==> src/rtl/instr_mem_loader_if.sv <==
// Byte-stream input / instruction-memory write output bundle for instr_mem_loader.
// master = boot host / memory side, slave = the loader itself.
interface instr_mem_loader_if #(
    parameter int WIDTH = 32
);
    logic             start;
    logic [7:0]       byte_in;
    logic             byte_valid;
    logic             byte_ready;
    logic             wr_en;
    logic [WIDTH-1:0] wr_addr;
    logic [WIDTH-1:0] wr_data;
    logic             cpu_hold;
    logic             done;
    logic             load_err;
    logic [15:0]      word_count;

    modport master (
        output start, byte_in, byte_valid,
        input  byte_ready, wr_en, wr_addr, wr_data, cpu_hold, done, load_err, word_count
    );
    modport slave (
        input  start, byte_in, byte_valid,
        output byte_ready, wr_en, wr_addr, wr_data, cpu_hold, done, load_err, word_count
    );
endinterface

==> src/rtl/instr_mem_loader.sv <==
// Boot loader: length-prefixed big-endian byte stream -> instruction memory word writes.
// Optional trailing XOR checksum byte when INSTR_MEM_LOADER_CHECKSUM_EN is defined.
module instr_mem_loader #(
    parameter int WIDTH = 32,
    parameter int DEPTH = 100
) (
    input  logic              clk,
    input  logic              rst_n,
    instr_mem_loader_if.slave bus
);
    localparam int BYTES = WIDTH / 8;
    localparam int BW    = (BYTES > 1) ? $clog2(BYTES) : 1;

    localparam logic [2:0] S_IDLE   = 3'd0;
    localparam logic [2:0] S_LEN_HI = 3'd1;
    localparam logic [2:0] S_LEN_LO = 3'd2;
    localparam logic [2:0] S_DATA   = 3'd3;
    localparam logic [2:0] S_WRITE  = 3'd4;
    localparam logic [2:0] S_DONE   = 3'd5;
    localparam logic [2:0] S_ERR    = 3'd6;
`ifdef INSTR_MEM_LOADER_CHECKSUM_EN
    localparam logic [2:0] S_CSUM   = 3'd7;
    localparam logic [2:0] S_END    = S_CSUM;
`else
    localparam logic [2:0] S_END    = S_DONE;
`endif

    logic [2:0]       state;
    logic [15:0]      len;
    logic [BW-1:0]    byte_idx;
    logic [WIDTH-1:0] word_sr;
    logic [WIDTH-1:0] wr_addr_q;
    logic [WIDTH-1:0] wr_data_q;
    logic [15:0]      word_count_q;
    logic             byte_ready;
    logic             xfer;
    logic [15:0]      len_next;
    logic [15:0]      wc_inc;
    logic [WIDTH-1:0] sr_next;
`ifdef INSTR_MEM_LOADER_CHECKSUM_EN
    logic [7:0]       csum;
`endif

    always_comb begin
        byte_ready = (state == S_LEN_HI) || (state == S_LEN_LO) || (state == S_DATA);
`ifdef INSTR_MEM_LOADER_CHECKSUM_EN
        if (state == S_CSUM) byte_ready = 1'b1;
`endif
    end

    assign xfer     = bus.byte_valid && byte_ready;
    assign len_next = {len[15:8], bus.byte_in};
    assign wc_inc   = word_count_q + 16'd1;
    // First byte of a word ends up in the MSB after BYTES shifts.
    assign sr_next  = (word_sr << 8) | WIDTH'(bus.byte_in);

    always_ff @(posedge clk or negedge rst_n) begin
        if (!rst_n) begin
            state        <= S_IDLE;
            len          <= '0;
            byte_idx     <= '0;
            word_sr      <= '0;
            wr_addr_q    <= '0;
            wr_data_q    <= '0;
            word_count_q <= '0;
`ifdef INSTR_MEM_LOADER_CHECKSUM_EN
            csum         <= '0;
`endif
        end else begin
            case (state)
                S_IDLE, S_DONE, S_ERR: begin
                    if (bus.start) begin
                        state        <= S_LEN_HI;
                        len          <= '0;
                        byte_idx     <= '0;
                        wr_addr_q    <= '0;
                        word_count_q <= '0;
`ifdef INSTR_MEM_LOADER_CHECKSUM_EN
                        csum         <= '0;
`endif
                    end
                end
                S_LEN_HI: begin
                    if (xfer) begin
                        len[15:8] <= bus.byte_in;
                        state     <= S_LEN_LO;
                    end
                end
                S_LEN_LO: begin
                    if (xfer) begin
                        len[7:0] <= bus.byte_in;
                        byte_idx <= '0;
                        // Length is bounded here so no write can ever address past DEPTH-1.
                        if (len_next == 16'd0)
                            state <= S_END;
                        else if (32'(len_next) > 32'(DEPTH))
                            state <= S_ERR;
                        else
                            state <= S_DATA;
                    end
                end
                S_DATA: begin
                    if (xfer) begin
                        word_sr <= sr_next;
`ifdef INSTR_MEM_LOADER_CHECKSUM_EN
                        csum    <= csum ^ bus.byte_in;
`endif
                        if (byte_idx == BW'(BYTES - 1)) begin
                            byte_idx  <= '0;
                            wr_data_q <= sr_next;
                            wr_addr_q <= WIDTH'({word_count_q, 2'b00});
                            state     <= S_WRITE;
                        end else begin
                            byte_idx <= byte_idx + BW'(1);
                        end
                    end
                end
                S_WRITE: begin
                    word_count_q <= wc_inc;
                    state        <= (wc_inc == len) ? S_END : S_DATA;
                end
`ifdef INSTR_MEM_LOADER_CHECKSUM_EN
                S_CSUM: begin
                    if (xfer) state <= (bus.byte_in == csum) ? S_DONE : S_ERR;
                end
`endif
                default: state <= S_IDLE;
            endcase
        end
    end

    assign bus.byte_ready = byte_ready;
    assign bus.wr_en      = (state == S_WRITE);
    assign bus.wr_addr    = wr_addr_q;
    assign bus.wr_data    = wr_data_q;
    assign bus.cpu_hold   = (state != S_DONE);
    assign bus.done       = (state == S_DONE);
    assign bus.load_err   = (state == S_ERR);
    assign bus.word_count = word_count_q;
endmodule

==> src/flat_wrapper.sv <==
// flat-port wrapper written by rule: the top's interface ports become plain ports
module instr_mem_loader_flat 
#(
    parameter int WIDTH = 32,
    parameter int DEPTH = 100
)
  (clk, rst_n, bus_start, bus_byte_in, bus_byte_valid, bus_byte_ready, bus_wr_en, bus_wr_addr, bus_wr_data, bus_cpu_hold, bus_done, bus_load_err, bus_word_count);
  instr_mem_loader_if #(.WIDTH(WIDTH)) bus_i ();
  input  logic clk;
  input  logic rst_n;
  input wire logic [$bits(bus_i.start)-1:0] bus_start;
  input wire logic [$bits(bus_i.byte_in)-1:0] bus_byte_in;
  input wire logic [$bits(bus_i.byte_valid)-1:0] bus_byte_valid;
  output wire logic [$bits(bus_i.byte_ready)-1:0] bus_byte_ready;
  output wire logic [$bits(bus_i.wr_en)-1:0] bus_wr_en;
  output wire logic [$bits(bus_i.wr_addr)-1:0] bus_wr_addr;
  output wire logic [$bits(bus_i.wr_data)-1:0] bus_wr_data;
  output wire logic [$bits(bus_i.cpu_hold)-1:0] bus_cpu_hold;
  output wire logic [$bits(bus_i.done)-1:0] bus_done;
  output wire logic [$bits(bus_i.load_err)-1:0] bus_load_err;
  output wire logic [$bits(bus_i.word_count)-1:0] bus_word_count;
  assign bus_i.start = bus_start;
  assign bus_i.byte_in = bus_byte_in;
  assign bus_i.byte_valid = bus_byte_valid;
  assign bus_byte_ready = bus_i.byte_ready;
  assign bus_wr_en = bus_i.wr_en;
  assign bus_wr_addr = bus_i.wr_addr;
  assign bus_wr_data = bus_i.wr_data;
  assign bus_cpu_hold = bus_i.cpu_hold;
  assign bus_done = bus_i.done;
  assign bus_load_err = bus_i.load_err;
  assign bus_word_count = bus_i.word_count;
  instr_mem_loader #(.WIDTH(WIDTH), .DEPTH(DEPTH)) u_core (.clk(clk), .rst_n(rst_n), .bus(bus_i));
endmodule
==> config.mk <==
export PLATFORM = sky130hd
export DESIGN_NAME = instr_mem_loader_flat
export DESIGN_NICKNAME = d
export VERILOG_FILES = /design/src/rtl/instr_mem_loader_if.sv /design/src/rtl/instr_mem_loader.sv /design/src/flat_wrapper.sv
export SDC_FILE = /design/constraint.sdc
export NUM_CORES = 1
export LEC_CHECK = 0
export BUFFER_PORTS_ARGS = -buffer_cell sky130_fd_sc_hd__buf_2
export CORE_MARGIN = 10
export CORE_UTILIZATION = 54
export DETAILED_ROUTE_END_ITERATION = 8
export HOLD_SLACK_MARGIN = 0.02
export PLACE_DENSITY_LB_ADDON = 0.15
export SYNTH_ARGS = -nofsm -noshare
export SYNTH_HDL_FRONTEND = slang
export SYNTH_SLANG_ARGS = --single-unit
==> constraint.sdc <==
create_clock -name clk -period 2.9 [get_ports clk]
set_clock_uncertainty 0.1 [all_clocks]
set_input_delay 0.29 -clock clk [delete_from_list [all_inputs] [get_ports clk]]
set_output_delay 0.29 -clock clk [all_outputs]
set_load 0.03 [all_outputs]
==> flow_summary.yaml, run 1 <==
status:
  status: "complete, no violations"
route:
  totalWireLength_um: 12000
  antenna_left: 0
  routed_via_density: 5.57
  first_iter_violations: 287
  vias: 3810
  firstDrtPassIters: 4
  drc_errors: 0
  drt-wirelength-per-cell_um: 17.6
grt:
  grt_first_pass_wirelength_um: 19900
  grt_use_total: 0.169
  grt_max_degree: 67
  antenna_found_initial: 0
  grt_overflow_total: 0
  grt_pass1_vias: 3803
power:
  combPwrFrac: 0.344
  power_frac_seq: 0.458
  powerDensity_nw_per_um2: 811
  power_frac_clock: 0.198
  internal-power_w: 0.00289
  p_sw_w: 0.00191
  p_leak_nw: 2.98
  switching_share: 0.398
  peakVddDrop_v: 0.000464
placement:
  port_buffers: 80
  pre_cts_ws_ns: 0.450
  hpwlAfterDp_um: 8830
  place.gp.congestion: 0.929
final_layout:
  drive_above_1_share: 0.323
  antennaDiodeCount: 0
  final_core_util: 0.635
  fin_nets: 564
  fillers: 763
  syn_to_final_growth_pct: 13.1
  layout_commonest_cell: "dfrtp_1"
  final_cell_mix: "dfrtp_1 (109), buf_2 (79), mux2_2 (56), nand2_1 (53), o21ai_0 (47)"
worst_setup_path:
  cp-start-kind: "flop"
  worst-r2r-setup-slack_ns: 0.39
  cp.required_ns: 3.05
  cp_cell_sequence: "ha_1 -> and3_4 -> xnor2_1 -> mux2i_1 -> or4_1 -> nor4_2 -> a21oi_1"
  end_kind: "flop"
  crit_type: "flop to flop"
  critPathMaxStageDelay_ns: 0.57
  critPathSlowestCell: "dfrtp_1"
  crit_arrival_ns: 2.66
  cp_max_fo: 9
  r2r_cells: 7
synthesis:
  synth_cells: 475
  ys_seq_area_frac: 0.520
  synth.cell_area_um2: 5240
  synth.area.mux_share: 0.128
  synth-seq-cells: 109
  synth_compound_area_frac: 0.115
  synth_simple_gate_area_frac: 0.134
  synth_cell_types: 53
  ys_warn_count: 0
  synth_top_family_by_area: "simple AND/OR/NAND/NOR gates"
  synth-adder-area-share: 0.00668
  synth.avg_cell_area_um2: 11.0
  synthXorXnorAreaFrac: 0.0384
timing:
  setup_slack_ns: 0.388
  grt_setup_unrepaired: "no"
  slew_viol_final: 0
  finalCritPeriodShare: 0.866
  hold_viol: 0
  finalSetupViolations: 0
  fmax_mhz: 398
  fin_setup_tns_ns: 0
  period_minus_slack_ns: 2.51
  hold_slack_ns: 0.0949
  slew_headroom: 0.224
  worstMarginPinSlew_ns: 1.16
clocking:
  cts_tree: "done"
  clk_path_buf_depth: 2
  clk_pin_slew_ns: 0.11
  cts_setup_buffers: 0
  numCtsBuffers: 9
  cts_max_level: 3
  clock_latency_ns: 0.38
  ctsResizeCount: 0
  cts_num_sinks: 109
  cts_root_buffer: "clkbuf_8"
die:
  boundaryPins: 97
  dieHeight_um: 119
  coreArea_um2: 9330
  die_area_um2: 14000
  num_rows: 35
  initial_core_util: 0.562
  die_w_um: 119
hold_path:
  min_path_cells: 3
  hp-class: "input pin to flop"
run:
  cap_violations: 0
## state kept, by name, indices dropped and copies added (netlist names)
signal / count
u_core.byte_idx: 2
u_core.len: 16
u_core.bus.wr_addr: 16
u_core.word_sr: 24
u_core.bus.word_count: 16
u_core.state: 3
u_core.bus.wr_data: 32
## metrics by stage
| stage | instances | cell area, µm² | total power [W] |
|---|---|---|---|
| 2_1_floorplan | 490 | 5300 | 0.00339 |
| 3_3_place_gp | 667 | 5710 | 0.00380 |
| 3_5_place_dp | 667 | 5710 | 0.00388 |
| 4_1_cts | 684 | 5930 | 0.00483 |
| 5_1_grt | 684 | 5930 | 0.00512 |
| 6_report | 684 | 5930 | 0.00481 |
## final timing paths
kind                                        endpoint                     start
max                                  u_core.state[1]  u_core.bus.word_count[0]
min                                   u_core.len[12]            bus_byte_in[4]
max reg2reg                          u_core.state[1]  u_core.bus.word_count[0]
min reg2reg                    u_core.bus.wr_addr[6]     u_core.bus.wr_addr[6]
max in group asynchronous  u_core.bus.word_count[15]                     rst_n
min in group asynchronous         u_core.word_sr[19]                     rst_n
## final cells by class
type                    instances  area, µm²  share of cell area
flip-flops and latches        109       2730               0.460
multi-input cells             328       2280               0.385
repair buffers                 92        508              0.0857
well taps                     129        161              0.0272
clock buffers                   9        124              0.0209
clock inverters                 7       86.3              0.0146
inverters                      10       37.5             0.00633
## worst max-delay path: cells and delay by family, from the launching register on
family / cells / cell delay, ns
XOR/XNOR: 1 / 0.12
multiplexers: 1 / 0.09
adder cells (fa/ha/maj): 1 / 0.34
AND/OR/NAND/NOR: 3 / 1.04
flip-flops: 1 / 0.57
AO/OA/AOI/OAI: 1 / 0.12
## cell usage after synthesis, drive strengths merged
| cell type | instances | area [µm²] |
|---|---|---|
| dfrtp | 109 | 2730 |
| clkbuf | 10 | 40.0 |
| nand3 | 13 | 90.1 |
| o21bai | 2 | 15.0 |
| a311oi | 1 | 8.76 |
| and3 | 5 | 38.8 |
| nor2b | 1 | 6.26 |
| o22ai | 2 | 12.5 |
| a21oi | 10 | 50.1 |
| a22o | 18 | 159 |
| a22oi | 1 | 7.51 |
| conb | 1 | 3.75 |
| o41ai | 1 | 8.76 |
| maj3 | 1 | 10.0 |
| buf | 33 | 218 |
| nor2 | 28 | 113 |
| a211oi | 1 | 7.51 |
| nor4 | 7 | 80.1 |
| nand2 | 53 | 199 |
| inv | 10 | 37.5 |
| and4 | 2 | 17.5 |
| o211ai | 1 | 7.51 |
| ha | 2 | 25.0 |
| and3b | 1 | 8.76 |
| a311o | 1 | 10.0 |
| xnor2 | 11 | 96.3 |
| o2111ai | 1 | 8.76 |
| nor3 | 8 | 50.1 |
| o21ba | 1 | 10.0 |
| nand4 | 9 | 71.3 |
| mux2i | 4 | 40.0 |
| mux2 | 56 | 631 |
| nor3b | 2 | 15.0 |
| a31oi | 2 | 12.5 |
| a21o | 1 | 7.51 |
| xor2 | 12 | 105 |
| nand3b | 1 | 7.51 |
| o31ai | 5 | 42.5 |
| o21ai | 47 | 235 |
| or4 | 1 | 7.51 |
## per-layer routing
layer  up-vias  part of all wire  global-route usage
met2       146              0.45               0.257
met3        20             0.073              0.0366
met5         -                 0                   0
met1      1841              0.46               0.233
met4         0             0.019              0.0573
li1       1803                 -                   -
## what timing repair did
action,in CTS,in global routing
hold buffers,1,0
endpoints found under the setup margin,0,0
endpoints found under the hold margin,63,0
## logic make-up (layout without fill, tap and decap cells)
family | after synthesis | after routing
and+or+nand+nor | 131 | 131
other | 1 | 16
buffers and inverters | 53 | 118
adders and majority gates | 3 | 3
DFF | 109 | 109
xor gates and xnor gates | 23 | 23
muxes | 60 | 60
AOI/OAI and AO/OA | 95 | 95
## power by group through the flow
stage               clock [W]  sequential [W]  combinational (W)
floorplan                   0         0.00220            0.00120
global placement            0         0.00220            0.00160
detailed placement          0         0.00224            0.00165
CTS                  0.000970         0.00220            0.00166
global route          0.00103         0.00225            0.00184
finish               0.000950         0.00220            0.00165
Power figures use the tool's default switching activity.
==> inputs of run 2 (changes only) <==
--- a/config.mk
+++ b/config.mk
@@ -6,4 +6,5 @@
 export NUM_CORES = 1
 export LEC_CHECK = 0
+export ABC_AREA = 1
 export BUFFER_PORTS_ARGS = -buffer_cell sky130_fd_sc_hd__buf_2
 export CORE_MARGIN = 10
==> constraint.sdc (replaced) <==
create_clock -name clk -period 2.9 [get_ports clk]
set_clock_uncertainty 0.1 [all_clocks]
set_input_delay 0.29 -clock clk [delete_from_list [all_inputs] [get_ports clk]]
set_output_delay 0.29 -clock clk [all_outputs]
set_load 0.01 [all_outputs]
==> run 2 against run 1 <==
Via count grew 13%; routed wire length grew 2.1%; fmax grew 18%; sequential share of layout area grew 0.62 points; global-route usage grew 1.1 points; register-to-register slack gained 0.38 ns; hold slack gained 0.0059 ns; critical path type unchanged; critical endpoint is now u_core.bus.word_count[0].
==> flow_summary.yaml, run 2 <==
placement:
  placed_cell_area_um2: 5640
  hpwlAfterDp_um: 9190
  port_buffers: 80
  place.gp.congestion: 0.960
  pre_cts_ws_ns: 0.779
worst_setup_path:
  worst_r2r_startpoint: "u_core.state[1]"
  crit_start: "u_core.state[1]"
  cp_cell_sequence: "inv_2 -> nor2_1 -> nor2_1 -> a21oi_2 -> inv_1 -> o21ai_2 -> o21ai_0"
  critPathSlowestCell: "o21ai_2"
  worst-r2r-setup-slack_ns: 0.77
  cp.required_ns: 3.03
  cpMostUsedCell: "nor2_1"
  end_kind: "flop"
  cp_max_fo: 16
  crit_arrival_ns: 2.26
  critPathMaxStageDelay_ns: 0.60
  cp-start-kind: "flop"
  crit_type: "flop to flop"
final_layout:
  fillers: 836
  fin_nets: 705
  layout_commonest_cell: "nand2_1"
  largest_reg_flops: 32
  seqCellArea_um2: 2730
  drive_above_1_share: 0.182
  multi_input_area_um2: 1990
  design_area_um2: 5850
  syn_to_final_growth_pct: 13.0
  antennaDiodeCount: 0
  final_cell_mix: "nand2_1 (135), dfrtp_1 (109), o21ai_0 (94), buf_2 (79), inv_1 (78)"
route:
  totalWireLength_um: 12300
  first_iter_violations: 392
  met3WireLength_um: 1010
  vias: 4305
  highest_layer: "met4"
  routed_via_density: 5.22
  drc_errors: 0
  dr_wl_met2_um: 5390
  firstDrtPassIters: 5
  wl_met1_um: 5730
  antenna_left: 0
  drt-wirelength-per-cell_um: 14.9
synthesis:
  synthXorXnorAreaFrac: 0.00774
  yosysTopAreaCell: "dfrtp_1"
  synth_compound_area_frac: 0.131
  synth_commonest_cells: "nand2_1 (135), dfrtp_1 (109), o21ai_0 (94)"
  synth_cell_types: 37
  ys_dominant_reg_cell: "dfrtp_1"
  synth-edff-count: 0
  synthTopCellsByArea: "dfrtp_1 (53%), nand2_1 (9.8%), o21ai_0 (9.1%)"
  synth_top_family_by_area: "simple AND/OR/NAND/NOR gates"
  synth.avg_cell_area_um2: 8.43
  synth_cells: 614
  ys_seq_area_frac: 0.527
  yosysMostFrequentCell: "nand2_1"
  async_flop_share: 1.00
  synth.area.mux_share: 0.0181
  synth-seq-cells: 109
  ys_warn_count: 0
  synthDominantCellAreaShare: 0.527
  synth-adder-area-share: 0.00483
  synth_simple_gate_area_frac: 0.211
  synth.cell_area_um2: 5180
timing:
  slew_viol_final: 0
  finalSetupViolations: 0
  finalCritPeriodShare: 0.736
  slew_headroom: 0.501
  worstMarginPinSlew_ns: 0.749
  fmax_mhz: 469
  setup_slack_ns: 0.767
  period_minus_slack_ns: 2.13
  hold_viol: 0
  hold_slack_ns: 0.101
  grt_setup_unrepaired: "no"
  fin_setup_tns_ns: 0
die:
  boundaryPins: 97
  dieHeight_um: 118
  initial_core_util: 0.558
  die_w_um: 118
  num_rows: 35
  coreArea_um2: 9280
  die_area_um2: 13900
clocking:
  clk_path_buf_depth: 2
  clock_latency_ns: 0.38
  cts_max_level: 3
  cts_root_buffer: "clkbuf_8"
  ctsResizeCount: 0
  cts_num_sinks: 109
  cts_tree: "done"
  cts_setup_buffers: 0
  clk_pin_slew_ns: 0.11
  numCtsBuffers: 9
  hold_buffers: 1
power:
  p_leak_nw: 3.01
  power_frac_clock: 0.208
  combPwrFrac: 0.338
  p_sw_w: 0.00180
  peakVddDrop_v: 0.000499
  power_frac_seq: 0.455
  switching_share: 0.403
  internal-power_w: 0.00266
  powerDensity_nw_per_um2: 762
grt:
  antenna_found_initial: 0
  grt_max_degree: 74
  grt_overflow_total: 0
  grt_pass1_vias: 4176
  grt_use_total: 0.180
  grt_first_pass_wirelength_um: 21000
run:
  cap_violations: 0
hold_path:
  hp-class: "input pin to flop"
  min_from: "bus_byte_in[0]"
status:
  status: "complete, no violations"
[run 2: changes by cell type in the layout (fill, tap and decap cells not counted), sizes merged, moves of 6 or more]
cell and change:
nand2 +85, a22o -18, buf -6, inv +72, nor4 -6, xor2 -10, xnor2 -11, a21oi -6
mux2 -49, o22ai +9, o21ai +68, nand3 +45
[run 2: kinds of logic (layout without fill, tap and decap cells)]
logic type	after synthesis	in the layout
simple gates	244	244
compound gates	131	131
buf+inv	117	184
flops	109	109
mux	7	7
xor+xnor	3	3
fa+ha+maj	2	2
other cells	1	16
[run 2: final cells by class]
cell class              instances  area share
clock inverters                 6      0.0109
repair buffers                 86      0.0792
flip-flops and latches        109       0.466
inverters                      82      0.0526
clock buffers                  10      0.0235
multi-input cells             403       0.340
well taps                     129      0.0276
[run 2: worst max-delay path: cells and delay by family, from the launching register on]
family	cells	cell delay [ns]
AO/OA/AOI/OAI	3	1.05
buffers and inverters	2	0.19
flip-flops	1	0.43
AND/OR/NAND/NOR	2	0.22
[run 2: through the flow]
| step | utilization | cells | power (W) |
|---|---|---|---|
| finish | 0.630 | 825 | 0.00446 |
| global route | 0.630 | 825 | 0.00483 |
| CTS | 0.630 | 825 | 0.00448 |
| detailed placement | 0.607 | 808 | 0.00356 |
| global placement | 0.607 | 808 | 0.00351 |
| floorplan | - | 629 | 0.00315 |
[run 2: path summary, 6_finish.rpt]
path                                       endpoint  cells after the start
setup / recovery           u_core.bus.word_count[0]                      7
hold / removal                    u_core.word_sr[0]                      3
setup reg to reg           u_core.bus.word_count[0]                      7
hold reg to reg                  u_core.word_sr[21]                      2
max in group asynchronous  u_core.bus.word_count[9]                      3
min in group asynchronous        u_core.word_sr[17]                      2
[run 2: metal layers]
| layer | GRT usage | vias to the layer above |
|---|---|---|
| li1 | - | 2127 |
| met1 | 0.247 | 2008 |
| met2 | 0.268 | 156 |
| met3 | 0.0484 | 14 |
| met4 | 0.0611 | 0 |
| met5 | 0 | - |
[run 2: power by group through the flow]
stage | Combinational, W | Clock, W | Sequential, W
after detailed placement | 0.00150 | 0 | 0.00206
after CTS | 0.00151 | 0.000944 | 0.00202
after global routing | 0.00175 | 0.00101 | 0.00207
after global placement | 0.00147 | 0 | 0.00205
final | 0.00150 | 0.000926 | 0.00203
after floorplan | 0.00114 | 0 | 0.00201
